**src/rtl/pe_tile_seq.sv**
```systemverilog
`timescale 1ns/1ps
// Purpose: command sequencer for the pe_stg_2 systolic array (clear, compute, flush, drain, fin).
// Latency: 1 + clr + k + FLUSH_CYC + ROWS + 1 cycles accept-to-done for matmul with no bubbles.
// Backpressure: one command at a time (cmd_ready only in IDLE); feeder bubbles stall the beat count; drain has none.
module pe_tile_seq #(
    parameter int ROWS      = 16,
    parameter int FLUSH_CYC = 18,
    parameter int CNT_W     = 16
) (
    input  logic             clk,
    input  logic             rst_n,
    input  logic             cmd_valid,
    output logic             cmd_ready,
    input  logic [1:0]       cmd_mode,
    input  logic [CNT_W-1:0] cmd_k,
    input  logic             cmd_clr,
    input  logic             cmd_y_sel,
    input  logic             act_avail,
    output logic             act_rd_en,
    output logic [1:0]       mode_sel_out,
    output logic             psu_clr_out,
    output logic             sys_buf_en_out,
    output logic             y_sel_out,
    output logic             out_valid,
    output logic             out_last,
    output logic             done,
    output logic             busy
);

    // Phase counter must hold the longer of the flush and drain lengths.
    localparam int PH_MAX = (ROWS > FLUSH_CYC) ? ROWS : FLUSH_CYC;
    localparam int PH_W   = $clog2(PH_MAX + 1);

    localparam logic [PH_W-1:0]  FLUSH_LAST = PH_W'(FLUSH_CYC - 1);
    localparam logic [PH_W-1:0]  DRAIN_LAST = PH_W'(ROWS - 1);
    localparam logic [CNT_W-1:0] K_ONE      = CNT_W'(1);

    typedef enum logic [2:0] {
        S_IDLE,
        S_CLEAR,
        S_COMPUTE,
        S_FLUSH,
        S_DRAIN,
        S_FIN
    } state_t;

    state_t            r_state;
    state_t            w_state_nxt;

    logic [1:0]        r_mode;
    logic [CNT_W-1:0]  r_k;
    logic              r_y_sel;
    logic [CNT_W-1:0]  r_beat;
    logic [PH_W-1:0]   r_ph;
    logic              r_psu_clr;
    logic              r_sys_buf_en;
    logic              r_out_valid;
    logic              r_out_last;

    logic [1:0]        w_cmd_mode;
    logic              w_accept;
    logic              w_pop;
    logic              w_last_beat;

    // Mode 01 is an alias of matmul; fold it at the input so the rest only sees 00/10/11.
    assign w_cmd_mode  = (cmd_mode == 2'b01) ? 2'b00 : cmd_mode;
    assign w_accept    = (r_state == S_IDLE) && cmd_valid;
    assign w_pop       = (r_state == S_COMPUTE) && act_avail;
    // r_k is nonzero whenever COMPUTE is entered, so k-1 never underflows here.
    assign w_last_beat = w_pop && (r_beat == (r_k - K_ONE));

    assign mode_sel_out   = r_mode;
    assign y_sel_out      = r_y_sel;
    assign psu_clr_out    = r_psu_clr;
    assign sys_buf_en_out = r_sys_buf_en;
    assign out_valid      = r_out_valid;
    assign out_last       = r_out_last;

    // State register.
    always_ff @(posedge clk) begin
        if (!rst_n) begin
            r_state <= S_IDLE;
        end else begin
            r_state <= w_state_nxt;
        end
    end

    // Next-state decode plus the handshake/feeder outputs that follow the current state.
    always_comb begin
        w_state_nxt = r_state;
        cmd_ready   = 1'b0;
        act_rd_en   = 1'b0;
        done        = 1'b0;
        busy        = 1'b1;
        case (r_state)
            S_IDLE: begin
                cmd_ready = 1'b1;
                busy      = 1'b0;
                if (cmd_valid) begin
                    // clr only steers this decision, so it is not kept after acceptance.
                    if ((w_cmd_mode == 2'b00) && cmd_clr) begin
                        w_state_nxt = S_CLEAR;
                    end else if (cmd_k != '0) begin
                        w_state_nxt = S_COMPUTE;
                    end else begin
                        w_state_nxt = S_FLUSH;
                    end
                end
            end
            S_CLEAR: begin
                w_state_nxt = (r_k != '0) ? S_COMPUTE : S_FLUSH;
            end
            S_COMPUTE: begin
                act_rd_en = act_avail;
                if (w_last_beat) begin
                    w_state_nxt = S_FLUSH;
                end
            end
            S_FLUSH: begin
                if (r_ph == FLUSH_LAST) begin
                    w_state_nxt = (r_mode == 2'b00) ? S_DRAIN : S_FIN;
                end
            end
            S_DRAIN: begin
                if (r_ph == DRAIN_LAST) begin
                    w_state_nxt = S_FIN;
                end
            end
            S_FIN: begin
                done        = 1'b1;
                w_state_nxt = S_IDLE;
            end
            default: begin
                w_state_nxt = S_IDLE;
            end
        endcase
    end

    // Latch the command on acceptance; mode and Y select then hold until the next command.
    always_ff @(posedge clk) begin
        if (!rst_n) begin
            r_mode  <= 2'b00;
            r_k     <= '0;
            r_y_sel <= 1'b0;
        end else if (w_accept) begin
            r_mode  <= w_cmd_mode;
            r_k     <= cmd_k;
            r_y_sel <= cmd_y_sel;
        end
    end

    // Beat counter advances only on real pops, so bubbles stretch COMPUTE without losing beats.
    always_ff @(posedge clk) begin
        if (!rst_n) begin
            r_beat <= '0;
        end else if (w_accept) begin
            r_beat <= '0;
        end else if (w_pop) begin
            r_beat <= r_beat + K_ONE;
        end
    end

    // Phase counter restarts on every state change and times FLUSH and DRAIN.
    always_ff @(posedge clk) begin
        if (!rst_n) begin
            r_ph <= '0;
        end else if (w_state_nxt != r_state) begin
            r_ph <= '0;
        end else if ((r_state == S_FLUSH) || (r_state == S_DRAIN)) begin
            r_ph <= r_ph + PH_W'(1);
        end
    end

    // Array controls decoded from next state so they come straight off flops aligned with the state.
    always_ff @(posedge clk) begin
        if (!rst_n) begin
            r_psu_clr    <= 1'b0;
            r_sys_buf_en <= 1'b0;
        end else begin
            r_psu_clr    <= (w_state_nxt == S_CLEAR);
            r_sys_buf_en <= (w_state_nxt == S_DRAIN);
        end
    end

    // Result qualifiers trail the shift enable by one cycle to match the registered bottom row.
    always_ff @(posedge clk) begin
        if (!rst_n) begin
            r_out_valid <= 1'b0;
            r_out_last  <= 1'b0;
        end else begin
            r_out_valid <= r_sys_buf_en;
            r_out_last  <= (r_state == S_DRAIN) && (r_ph == DRAIN_LAST);
        end
    end

endmodule
```
**config.mk**
```make
export PLATFORM = sky130hd
export DESIGN_NAME = pe_tile_seq
export DESIGN_NICKNAME = d
export VERILOG_FILES = /design/src/rtl/pe_tile_seq.sv
export SDC_FILE = /design/constraint.sdc
export NUM_CORES = 1
export LEC_CHECK = 0
export CORE_MARGIN = 4
export CORE_UTILIZATION = 61
export CTS_BUF_LIST = sky130_fd_sc_hd__clkbuf_8
export DETAILED_ROUTE_END_ITERATION = 8
export PLACE_DENSITY = 0.87
export RECOVER_POWER = 25
export SKIP_LAST_GASP = 1
export SLEW_MARGIN = 20
export SYNTH_ARGS = -nofsm -noshare
export SYNTH_HDL_FRONTEND = slang
export SYNTH_SLANG_ARGS = --single-unit
```
**constraint.sdc**
```tcl
create_clock -name clk -period 5.76 [get_ports clk]
set_clock_uncertainty 0.15 [all_clocks]
set_input_delay 1.44 -clock clk [delete_from_list [all_inputs] [get_ports clk]]
set_output_delay 1.44 -clock clk [all_outputs]
set_load 0.1 [all_outputs]
```
# Word level (Yosys, flattened, before mapping)
# Cells that the tools add are included.
[op_classes] addsub=3 eq_ne=12 bitwise_logic=1 muxes=14 reduce_logical=13
[ops] op="16-bit nonzero test" count=2
[ops] op="16-bit by 1-bit adder with 16-bit output, second input constant" count=1
[ops] op="16-bit == test" count=1
[ops] op="16-bit by 1-bit subtractor with 16-bit output, second input constant" count=1
[ops] op="3-bit case mux with 5 select lines" count=1
[ops] op="3-bit two-way mux" count=4
[ops] op="3-bit == test, second input constant" count=3
[ops] op="1-bit two-way mux" count=7
[ops] op="3-bit by 1-bit == test with 1-bit output, second input constant" count=2
[ops] op="3-bit by 2-bit == test with 1-bit output, second input constant" count=2
[ops] op="5-bit by 1-bit adder with 5-bit output, second input constant" count=1
[ops] op="5-bit by 4-bit == test with 1-bit output, second input constant" count=1
[ops] op="5-bit == test, second input constant" count=1
[ops] op="1-bit logical AND" count=5
[ops] op="2-bit zero test" count=2
[ops] op="2-bit two-way mux" count=2
[ops] op="2-bit OR reduction" count=2
[ops] op="3-bit zero test" count=1
[ops] op="3-bit inequality test" count=1
[ops] op="2-bit by 1-bit == test with 1-bit output, second input constant" count=1
[ops] op="1-bit logical OR" count=1
[ops] op="1-bit inverter" count=1
[totals] in_bits=24 regBits=47

# Depth between registers and ports, before layout
# Gate-level depths: netlist of the first run.
[logic_depth] depth_word=9 depth_mapped=8

# Worst setup path before layout of the first run
# Ideal clock, no wire load.
[synth_timing] path_type="flip-flop to output port" startpoint="register r_state[2]" endpoint="output port busy" n_path_buf=1 t_required_ps=4170 path_stages_with_launch=4 arrival_time_ps=3981 setup_slack_ps=189 cell_sequence="dfxtp_1 > clkbuf_1 > nor3_1 > inv_1"
[synth_between] elab_chain_len=2
[synth_rtl] item="start, declared" line_no="47" rtl="state_t r_state;"
[synth_rtl] item="start signal, assigned" line_no="84" rtl="r_state <= w_state_nxt;"
[synth_rtl] item="3-bit zero test" line_no="95" rtl="case (r_state)"
[synth_rtl] item="1-bit two-way mux" line_no="95"
[synth_rtl] item="end, declared" line_no="27" rtl="output logic busy"
# No other way between the ends.

# Worst setup path in the final report of the first run
[layout_timing] startpoint="input port act_avail" endpoint="output port act_rd_en"
[layout_between] elab_chain_len=1
[layout_rtl] item="start, declared" line_no="18" rtl="input logic act_avail,"
[layout_rtl] item="1-bit two-way mux" line_no="95"
[layout_rtl] item="end, declared" line_no="19" rtl="output logic act_rd_en,"
# No other way between the ends.

==> impl_summary.txt, run 1 <==
----------------------------------------------------
[GRT]
  GR Util All Layers ... 0.227
  Grt total ovfl ... 0
  Largest net degree at the start of global routing ... 29
  Number of antenna violations at the first check in global routing ... 0
  Wire length of the first global-routing pass ... 9.52 mm
  Via count of the first global-routing pass ... 2122

[Yosys]
  Number of cells produced by synthesis ... 308
  Post-synthesis average cell area ... 8.31 um2
  Synth Warn # ... 0
  Post-synthesis cell area ... 0.00256 mm2
  Sequential cell area fraction in the yosys report ... 0.368
  Syn Nets ... 337
  Fraction of synthesized cell area taken by the top area cell type ... 0.368
  Post-synthesis async set-or-reset flop share ... 0
  Netlist cell types ... 46
  Post-synth top area cell ... sky130_fd_sc_hd__dfxtp_1
  Register bit count reported by yosys ... 47
  Most used flip-flop cell after synthesis ... sky130_fd_sc_hd__dfxtp_1
  Leading cell types by total area after synthesis ... sky130_fd_sc_hd__dfxtp_1, sky130_fd_sc_hd__xnor2_1, sky130_fd_sc_hd__nand2_1
  Number of enable flip-flop cells after synthesis ... 0

[Drt]
  Routed wirelength normalized by instance count ... 14.6 um
  Pre-Repair DR Iteration Count ... 4
  Via count of the routed design ... 2246
  Routed met3 length ... 223 um
  Detail Route Antenna Nets ... 0
  Uppermost signal routing layer after detailed routing ... met4
  DR vias/cell ... 5.80
  Number of design-rule violations left by the first detailed-router iteration ... 204
  Routed met1 length ... 2.55 mm
  DR WL met2 ... 2.80 mm
  Detailed-route wire length ... 5.65 mm
  Residual DRC count ... 0

[Worst hold path]
  Min-Delay Path Class ... reg2reg
  Worst hold start ... y_sel_out
  Worst Hold Path EP ... y_sel_out
  Hold Path Depth ... 2

[Pwr]
  Highest ir drop seen on vdd ... 0.205 mV
  Static leakage ... 1.07 nW
  Power per standard cell area ... 237 mW/mm2

[Die]
  Floorplan die area ... 0.00530 mm2
  Horizontal die dimension ... 72.8 um
  I/O pin total ... 35
  Core ar. ... 0.00403 mm2
  Core Rows ... 23
  Die Height ... 72.8 um
  Starting density of the core ... 0.635

[Layout]
  Antenna Diode Count ... 0
  Fill count ... 314
  Number of nets in the finished design ... 366
  Signed area change from the synthesized netlist to the final layout ... 17.6%
  Ratio of cells with drive above 1 in the final layout ... 0.0415
  Post-layout util ... 0.748

[Worst setup path]
  Worst R2R Path Depth ... 6
  Worst R2R Setup Slack ... 2.73 ns
  Largest fanout on the critical path ... 8
  Count of cell instances traversed by the critical path ... 4
  Req. time, crit path ... 4.17 ns
  Largest delay share family, worst path ... buffers and inverters
  Slowest CP cell ... sky130_fd_sc_hd__clkdlybuf4s50_1
  Critical Path Start Type ... input pin
  Critical Path, Cell by Cell ... clkdlybuf4s50_1 > nor4bb_1 > buf_4 > buf_12
  Buffer and inverter count on the worst path ... 3
  Critical path arrival ... 2.69 ns
  RR Startpoint ... r_k[3]
  Category of the most critical setup path ... in2out
  Crit path largest cell delay ... 0.46 ns
  Crit path capture type ... output pin
  FF-to-FF End ... r_ph[1]

[Clock network]
  Largest buffer count on any clock path ... 2
  Cell at the root of the clock tree ... sky130_fd_sc_hd__clkbuf_8
  Number of buffers inserted by hold repair at cts ... 0
  Number of H-tree levels ... 2
  Post-CTS Setup Repair Bufs ... 0
  CTS sink cnt ... 47
  Number of gates resized after cts ... 0
  Clock tree from TritonCTS ... yes
  Number of buffers created by CTS ... 5
  Clk slew on worst S/H paths ... 0.09 ns
  Clock latency on the worst-skew pair ... 0.30 ns

[Job]
  Max-cap check violation count ... 0

[Timing]
  Worst Max-Slew Pin Slew ... 1.17 ns
  Period utilization ... 0.742
  Relative slew slack ... 0.215
  Final hold violations ... 0
  Tmin final ... 4.28 ns
  Upper clock frequency limit ... 234 MHz
  RSZ-0062 raised after global routing ... false
  Setup-violating endpoint count in the final report ... 0
  Final max-slew violation count ... 0
  Setup TNS after final layout ... 0 ns

[Placement]
  Weighted congestion reported at the end of routability-driven placement ... 0.818
  Post-detail-place hpwl ... 4.22 mm
  PortBufs ... 34

[Outcome]
  Status ... finished, final reports clean

----------------------------------------------------
## flip-flops by register name, summed over array words and instances, names as in the netlist
| register | cells |
|---|---|
| mode_sel_out | 2 |
| out_last | 1 |
| out_valid | 1 |
| psu_clr_out | 1 |
| r_beat | 16 |
| r_k | 16 |
| r_ph | 5 |
| r_state | 3 |
| sys_buf_en_out | 1 |
| y_sel_out | 1 |
## per-layer routing
layer / vias up / track usage
li1: 1124 / -
met1: 1071 / 0.299
met2: 44 / 0.376
met3: 7 / 0.0455
met4: 0 / 0.0676
met5: - / 0
## layout make-up
| class | instances | area (um2) | area share |
|---|---|---|---|
| clock inverter | 1 | 5.00 | 0.00166 |
| sequential | 47 | 941 | 0.312 |
| multi-input combinational | 240 | 1530 | 0.509 |
| timing repair buffer | 35 | 358 | 0.119 |
| clock buffer | 6 | 82.6 | 0.0274 |
| tap | 50 | 62.6 | 0.0208 |
| inverter | 8 | 30.0 | 0.00997 |
## worst register-to-register path, stage by stage (launching register included)
cell and delay [ns]:
sky130_fd_sc_hd__dfxtp_1 0.39, sky130_fd_sc_hd__or4_4 0.57, sky130_fd_sc_hd__or3_4 0.35, sky130_fd_sc_hd__or3_1 0.35
sky130_fd_sc_hd__a2111o_1 0.47, sky130_fd_sc_hd__o41ai_4 0.53, sky130_fd_sc_hd__nor2_1 0.10
## per-stage QoR
step           setup slack [ns]  cells  hold WS, ns  power [mW]  cell area [um2]
2_1_floorplan             0.189    308        0.310       0.475             2560
3_3_place_gp               1.50    380        0.288       0.516             2920
3_5_place_dp               1.52    380        0.316       0.520             2920
4_1_cts                    1.49    387        0.328       0.719             3010
5_1_grt                    1.42    387        0.374       0.744             3010
6_report                   1.48    387        0.320       0.714             3010
## report_power, final
group / internal (mW) / switching, mW / total (mW)
sequential: 0.335 / 0.0164 / 0.352
combinational: 0.0684 / 0.0930 / 0.161
clock: 0.0943 / 0.107 / 0.201
total: 0.498 / 0.216 / 0.714
## worst max-delay path by stage
stage                from   endpoint  slack, ns
6_report        act_avail  act_rd_en       1.48
2_1_floorplan  r_state[2]       busy       0.19
4_1_cts         act_avail  act_rd_en       1.49
3_5_place_dp    act_avail  act_rd_en       1.52
3_3_place_gp    act_avail  act_rd_en       1.50
5_1_grt         act_avail  act_rd_en       1.42
## kinds of logic after synthesis
family                   Yosys count  synth area share
AND/OR/NAND/NOR                  147             0.294
AO/OA/AOI/OAI                     48             0.137
flip-flops                        47             0.368
XOR/XNOR                          38             0.135
buffers and inverters             21            0.0337
adder cells (fa/ha/maj)            5            0.0244
multiplexers                       2           0.00782
## cell usage in the layout, fill, tap and decap left out, types with 4 or more instances in the layout
master / synthesis / layout
sky130_fd_sc_hd__nand2_1: 51 / 51
sky130_fd_sc_hd__dfxtp_1: 47 / 47
sky130_fd_sc_hd__clkdlybuf4s50_1: 0 / 31
sky130_fd_sc_hd__nor2_1: 29 / 29
sky130_fd_sc_hd__xnor2_1: 24 / 24
sky130_fd_sc_hd__a21boi_0: 20 / 20
sky130_fd_sc_hd__xor2_1: 13 / 13
sky130_fd_sc_hd__nor4_1: 10 / 10
sky130_fd_sc_hd__inv_1: 8 / 8
sky130_fd_sc_hd__nand3_1: 8 / 8
sky130_fd_sc_hd__o21ai_0: 7 / 7
sky130_fd_sc_hd__or3_1: 7 / 7
sky130_fd_sc_hd__a21oi_1: 7 / 7
sky130_fd_sc_hd__nor3_1: 6 / 6
sky130_fd_sc_hd__clkbuf_8: 0 / 6
sky130_fd_sc_hd__nand4_1: 5 / 5
sky130_fd_sc_hd__nor2b_1: 5 / 5
sky130_fd_sc_hd__ha_1: 5 / 5
sky130_fd_sc_hd__and3_1: 4 / 4
## cell usage after synthesis, types with 2 or more instances
cell type,instances
sky130_fd_sc_hd__a21boi_0,20
sky130_fd_sc_hd__a21oi_1,7
sky130_fd_sc_hd__and2_1,2
sky130_fd_sc_hd__and3_1,4
sky130_fd_sc_hd__and3b_1,3
sky130_fd_sc_hd__and4_1,2
sky130_fd_sc_hd__clkbuf_1,12
sky130_fd_sc_hd__dfxtp_1,47
sky130_fd_sc_hd__ha_1,5
sky130_fd_sc_hd__inv_1,8
sky130_fd_sc_hd__mux2i_1,2
sky130_fd_sc_hd__nand2_1,51
sky130_fd_sc_hd__nand2b_1,2
sky130_fd_sc_hd__nand3_1,8
sky130_fd_sc_hd__nand3b_1,2
sky130_fd_sc_hd__nand4_1,5
sky130_fd_sc_hd__nor2_1,29
sky130_fd_sc_hd__nor2b_1,5
sky130_fd_sc_hd__nor3_1,6
sky130_fd_sc_hd__nor3b_1,2
sky130_fd_sc_hd__nor4_1,10
sky130_fd_sc_hd__o21a_1,2
sky130_fd_sc_hd__o21ai_0,7
sky130_fd_sc_hd__o22ai_1,2
sky130_fd_sc_hd__or3_1,7
sky130_fd_sc_hd__or3_4,2
sky130_fd_sc_hd__or4_1,2
sky130_fd_sc_hd__xnor2_1,24
sky130_fd_sc_hd__xor2_1,13
No activity file was read; power rests on OpenSTA's default activity.
==> run 2, diff against run 1 <==
--- a/config.mk
+++ b/config.mk
@@ -6,10 +6,10 @@
 export NUM_CORES = 1
 export LEC_CHECK = 0
 export CORE_MARGIN = 4
-export CORE_UTILIZATION = 61
+export CORE_UTILIZATION = 51
 export CTS_BUF_LIST = sky130_fd_sc_hd__clkbuf_8
 export DETAILED_ROUTE_END_ITERATION = 8
-export PLACE_DENSITY = 0.87
+export PLACE_DENSITY = 0.78
 export RECOVER_POWER = 25
 export SKIP_LAST_GASP = 1
 export SLEW_MARGIN = 20
==> constraint.sdc (replaced) <==
create_clock -name clk -period 3.8 [get_ports clk]
set_clock_uncertainty 0.15 [all_clocks]
set_input_delay 0.95 -clock clk [delete_from_list [all_inputs] [get_ports clk]]
set_output_delay 0.95 -clock clk [all_outputs]
set_load 0.1 [all_outputs]
==> impl_summary.txt, run 2 (same netlist as run 1, synthesis figures left out) <==
----------------------------------------------------
[Drt]
  Residual DRC count ... 0
  Via count of the routed design ... 2193
  Routed wirelength normalized by instance count ... 13.8 um
  Pre-Repair DR Iteration Count ... 4
  Detail Route Antenna Nets ... 0
  DR vias/cell ... 5.39
  Detailed-route wire length ... 5.61 mm
  Number of design-rule violations left by the first detailed-router iteration ... 95

[GRT]
  Met1 Usage GRT ... 0.253
  Via count of the first global-routing pass ... 2114
  Wire length of the first global-routing pass ... 9.77 mm
  Met2 demand-to-capacity share in global routing ... 0.320
  GR met3 Demand/Resource ... 0.0454
  Number of antenna violations at the first check in global routing ... 0
  GRT Max-Usage Layer ... met2
  Grt total ovfl ... 0
  GR Util All Layers ... 0.196
  Largest net degree at the start of global routing ... 22

[Layout]
  Fill count ... 415
  Antenna Diode Count ... 0
  Number of nets in the finished design ... 369
  Ratio of cells with drive above 1 in the final layout ... 0.0559
  Signed area change from the synthesized netlist to the final layout ... 19.5%
  Most used cells in the layout excluding fill and tap cells ... sky130_fd_sc_hd__nand2_1, sky130_fd_sc_hd__dfxtp_1, sky130_fd_sc_hd__nor2_1
  Post-layout util ... 0.639
  Largest registers in the final layout ... r_beat (16), r_k (16), r_ph (5)
  Most common library cell in the layout ignoring fill and taps ... sky130_fd_sc_hd__nand2_1

[Clock network]
  Number of gates resized after cts ... 0
  Post-CTS Setup Repair Bufs ... 0
  Number of buffers created by CTS ... 5
  Cell at the root of the clock tree ... sky130_fd_sc_hd__clkbuf_8
  Clk slew on worst S/H paths ... 0.08 ns
  CTS sink cnt ... 47
  Clock latency on the worst-skew pair ... 0.30 ns
  Number of H-tree levels ... 2
  Clock tree from TritonCTS ... yes
  Number of buffers inserted by hold repair at cts ... 0
  Largest buffer count on any clock path ... 2

[Timing]
  Tmin final ... 3.13 ns
  RSZ-0062 raised after global routing ... false
  Upper clock frequency limit ... 320 MHz
  Relative slew slack ... 0.222
  Worst Max-Slew Pin Slew ... 1.17 ns
  Setup-violating endpoint count in the final report ... 0
  Final hold violations ... 0
  Final max-slew violation count ... 0
  Setup TNS after final layout ... 0 ns
  Period utilization ... 0.823

[Worst setup path]
  Critical path arrival ... 2.03 ns
  Largest fanout on the critical path ... 8
  Category of the most critical setup path ... in2out
  Slowest CP cell ... sky130_fd_sc_hd__clkdlybuf4s50_1
  Critical Path Start Type ... input pin
  Req. time, crit path ... 2.70 ns
  Critical Path, Cell by Cell ... clkdlybuf4s50_1 > nor4bb_1 > buf_4 > buf_12
  Crit path largest cell delay ... 0.45 ns
  Crit path capture type ... output pin

[Pwr]
  Static leakage ... 1.09 nW
  Highest ir drop seen on vdd ... 0.222 mV
  Power per standard cell area ... 370 mW/mm2

[Die]
  Floorplan die area ... 0.00622 mm2
  Horizontal die dimension ... 78.9 um
  Starting density of the core ... 0.535
  I/O pin total ... 35
  Die Height ... 78.9 um
  Core Rows ... 25
  Core ar. ... 0.00479 mm2

[Placement]
  Weighted congestion reported at the end of routability-driven placement ... 0.884
  Post-detail-place hpwl ... 4.32 mm
  PortBufs ... 34

[Outcome]
  Status ... finished, final reports clean

[Job]
  Max-cap check violation count ... 0

[Worst hold path]
  Min-Delay Path Class ... reg2reg

----------------------------------------------------
-- run 2: metrics by stage --
stage          instances  hold WS, ns  power, mW  setup slack (ns)  cell area, um2
2_1_floorplan        308        0.310      0.721             0.416            2570
3_3_place_gp         400        0.292      0.790             0.666            2970
3_5_place_dp         400        0.307      0.794             0.656            2970
4_1_cts              407        0.324       1.14             0.656            3070
5_1_grt              407        0.361       1.19             0.630            3060
6_report             407        0.317       1.13             0.674            3060
-- run 2: power breakdown --
| part | internal, mW | switching (mW) |
|---|---|---|
| Clock | 0.190 | 0.160 |
| Sequential | 0.509 | 0.0255 |
| Combinational | 0.104 | 0.143 |
| Total | 0.803 | 0.328 |
-- run 2: per-layer routing --
layer	vias up	share of wire
li1	1128	-
met1	1019	0.48
met2	40	0.46
met3	6	0.047
met4	0	0.013
met5	-	0
-- run 2: cell type report --
type	count	area (um2)	share of cell area
Sequential cell	47	941	0.308
Clock buffer	5	68.8	0.0225
Inverter	8	30.0	0.00982
Tap cell	67	83.8	0.0274
Timing Repair Buffer	38	357	0.117
Multi-Input combinational cell	240	1540	0.505
Clock inverter	2	33.8	0.0110
-- run 2: path summary, 6_finish.rpt --
kind	depth (start not counted)	from	end	slack, ns
setup reg to reg	6	r_k[3]	r_ph[0]	0.81
hold reg to reg	2	y_sel_out	y_sel_out	0.32
hold / removal	2	y_sel_out	y_sel_out	0.32
setup / recovery	4	act_avail	act_rd_en	0.67
-- run 2: worst max-delay path, delay by kind of cell --
kind / cells / cell delay (ns)
buffers and inverters: 3 / 0.87
AND/OR/NAND/NOR: 1 / 0.21
==> run 3, diff against run 2 <==
==> constraint.sdc (replaced) <==
create_clock -name clk -period 2.7 [get_ports clk]
set_clock_uncertainty 0.15 [all_clocks]
set_input_delay 0.675 -clock clk [delete_from_list [all_inputs] [get_ports clk]]
set_output_delay 0.675 -clock clk [all_outputs]
set_load 0.1 [all_outputs]
==> impl_summary.txt, run 3 (same netlist as run 1, synthesis figures left out) <==
----------------------------------------------------
[Pwr]
  Part of the power in the clock network ... 0.345
  NetSw ... 0.490 mW
  Highest ir drop seen on vdd ... 0.288 mV
  Internal portion of total power ... 1.26 mW
  Static leakage ... 1.20 nW
  Power per standard cell area ... 541 mW/mm2
  Combinational share of power ... 0.235
  Net switching share of the total power ... 0.279
  Reg power frac ... 0.420

[GRT]
  Via count of the first global-routing pass ... 2311
  Number of antenna violations at the first check in global routing ... 0
  Grt total ovfl ... 0
  Largest net degree at the start of global routing ... 20
  GR Util All Layers ... 0.208
  Wire length of the first global-routing pass ... 10.4 mm

[Timing]
  Final max-slew violation count ... 0
  RSZ-0062 raised after global routing ... true
  Final hold violations ... 0
  Tmin final ... 2.74 ns
  Period utilization ... 1.02
  Setup TNS after final layout ... -0.198 ns
  Setup-violating endpoint count in the final report ... 6
  Relative slew slack ... 0.220
  Worst Max-Slew Pin Slew ... 1.18 ns
  Post-route worst hold slack ... 0.319 ns
  Upper clock frequency limit ... 365 MHz
  Minimum setup slack in the final design ... -0.0417 ns

[Worst setup path]
  Critical Path Start Type ... flop
  Critical path arrival ... 2.80 ns
  Req. time, crit path ... 2.75 ns
  Category of the most critical setup path ... reg2reg
  Crit path capture type ... flop
  Largest fanout on the critical path ... 5

[Layout]
  Most common library cell in the layout ignoring fill and taps ... sky130_fd_sc_hd__nand2_1
  Antenna Diode Count ... 0
  Fill count ... 397
  Signed area change from the synthesized netlist to the final layout ... 26.5%
  Most used cells in the layout excluding fill and tap cells ... sky130_fd_sc_hd__nand2_1, sky130_fd_sc_hd__dfxtp_1, sky130_fd_sc_hd__nor2_1
  Largest registers in the final layout ... r_beat (16), r_k (16), r_ph (5)
  Number of nets in the finished design ... 386
  Ratio of cells with drive above 1 in the final layout ... 0.123
  Post-layout util ... 0.677

[Placement]
  Post-detail-place hpwl ... 4.44 mm
  Worst setup timing slack at the placement stage ... -0.106 ns
  PortBufs ... 34
  Weighted congestion reported at the end of routability-driven placement ... 0.863

[Clock network]
  Cell at the root of the clock tree ... sky130_fd_sc_hd__clkbuf_8
  Number of buffers inserted by hold repair at cts ... 0
  Clock tree from TritonCTS ... yes
  Largest buffer count on any clock path ... 2
  Clock latency on the worst-skew pair ... 0.30 ns
  Number of buffers created by CTS ... 5
  Clk slew on worst S/H paths ... 0.09 ns
  CTS sink cnt ... 47
  Number of H-tree levels ... 2

[Drt]
  Routed wirelength normalized by instance count ... 13.9 um
  Number of design-rule violations left by the first detailed-router iteration ... 147
  DR vias/cell ... 5.41
  Detailed-route wire length ... 5.91 mm
  Pre-Repair DR Iteration Count ... 5
  Residual DRC count ... 0
  Detail Route Antenna Nets ... 0
  Via count of the routed design ... 2300

[Die]
  Floorplan die area ... 0.00622 mm2
  Die Height ... 78.9 um
  Starting density of the core ... 0.535
  Core ar. ... 0.00479 mm2
  Horizontal die dimension ... 78.9 um
  I/O pin total ... 35
  Core Rows ... 25

[Job]
  Max-cap check violation count ... 0

[Worst hold path]
  Min-Delay Path Class ... reg2reg

[Outcome]
  Violations in the final reports ... setup timing
  Status ... finished, violations left

----------------------------------------------------
run 3: cell types whose count changed in the layout (fill, tap and decap cells not counted), moves of 2 or more:
cell                              before  now
sky130_fd_sc_hd__clkdlybuf4s50_1      26   22
sky130_fd_sc_hd__a21boi_0             20    1
sky130_fd_sc_hd__buf_12                1    4
sky130_fd_sc_hd__clkbuf_2              0    2
sky130_fd_sc_hd__clkbuf_1              3    6
sky130_fd_sc_hd__buf_4                 6   20
sky130_fd_sc_hd__a21boi_1              0   19
run 3: final cells by class:
type                    instances  area [um2]  share of cell area
flip-flops and latches         47         942               0.291
multi-input cells             240        1550               0.480
well taps                      67        83.8              0.0259
clock inverters                 3        63.8              0.0197
repair buffers                 55         493               0.152
inverters                       8        33.8              0.0104
clock buffers                   5        68.8              0.0213
run 3: critical path, cell delays in order, from the launching register on:
cell and delay (ns):
sky130_fd_sc_hd__dfxtp_2 0.33, sky130_fd_sc_hd__or4_4 0.54, sky130_fd_sc_hd__or3_4 0.34, sky130_fd_sc_hd__or3_1 0.35, sky130_fd_sc_hd__a2111o_1 0.48, sky130_fd_sc_hd__o41ai_4 0.21
sky130_fd_sc_hd__buf_4 0.19, sky130_fd_sc_hd__nor2_1 0.05
run 3: metal layers:
layer | routed length (um) | up-vias | GRT usage
met5 | 0 | - | 0
met4 | 80 | 0 | 0.0601
met3 | 248 | 9 | 0.0454
met2 | 2910 | 47 | 0.360
met1 | 2670 | 1075 | 0.259
li1 | - | 1169 | -
run 3: per-stage QoR:
step | power [mW] | area (um2) | cells
3_3_place_gp | 1.15 | 3120 | 416
3_5_place_dp | 1.16 | 3120 | 416
5_1_grt | 1.83 | 3240 | 425
2_1_floorplan | 1.03 | 2610 | 308
4_1_cts | 1.77 | 3270 | 426
6_report | 1.75 | 3240 | 425
run 3: worst paths after layout:
check | from | depth (start not counted) | slack (ns) | to
setup reg to reg | r_k[3] | 7 | -0.04 | r_ph[4]
hold reg to reg | y_sel_out | 2 | 0.32 | y_sel_out
setup / recovery | r_k[3] | 7 | -0.04 | r_ph[4]
hold / removal | y_sel_out | 2 | 0.32 | y_sel_out
run 3: power groups by stage:
stage / clock [mW] / combinational, mW / sequential (mW)
floorplan: 0 / 0.257 / 0.773
global placement: 0 / 0.402 / 0.751
detailed placement: 0 / 0.407 / 0.751
CTS: 0.614 / 0.417 / 0.735
global route: 0.641 / 0.447 / 0.739
finish: 0.605 / 0.413 / 0.736
run 3: what timing repair did:
action	in CTS	in global routing
setup endpoints to repair	5	7
buffers inserted	2	0
cloned	0	0
resized for setup	1	2
pin swaps	1	2
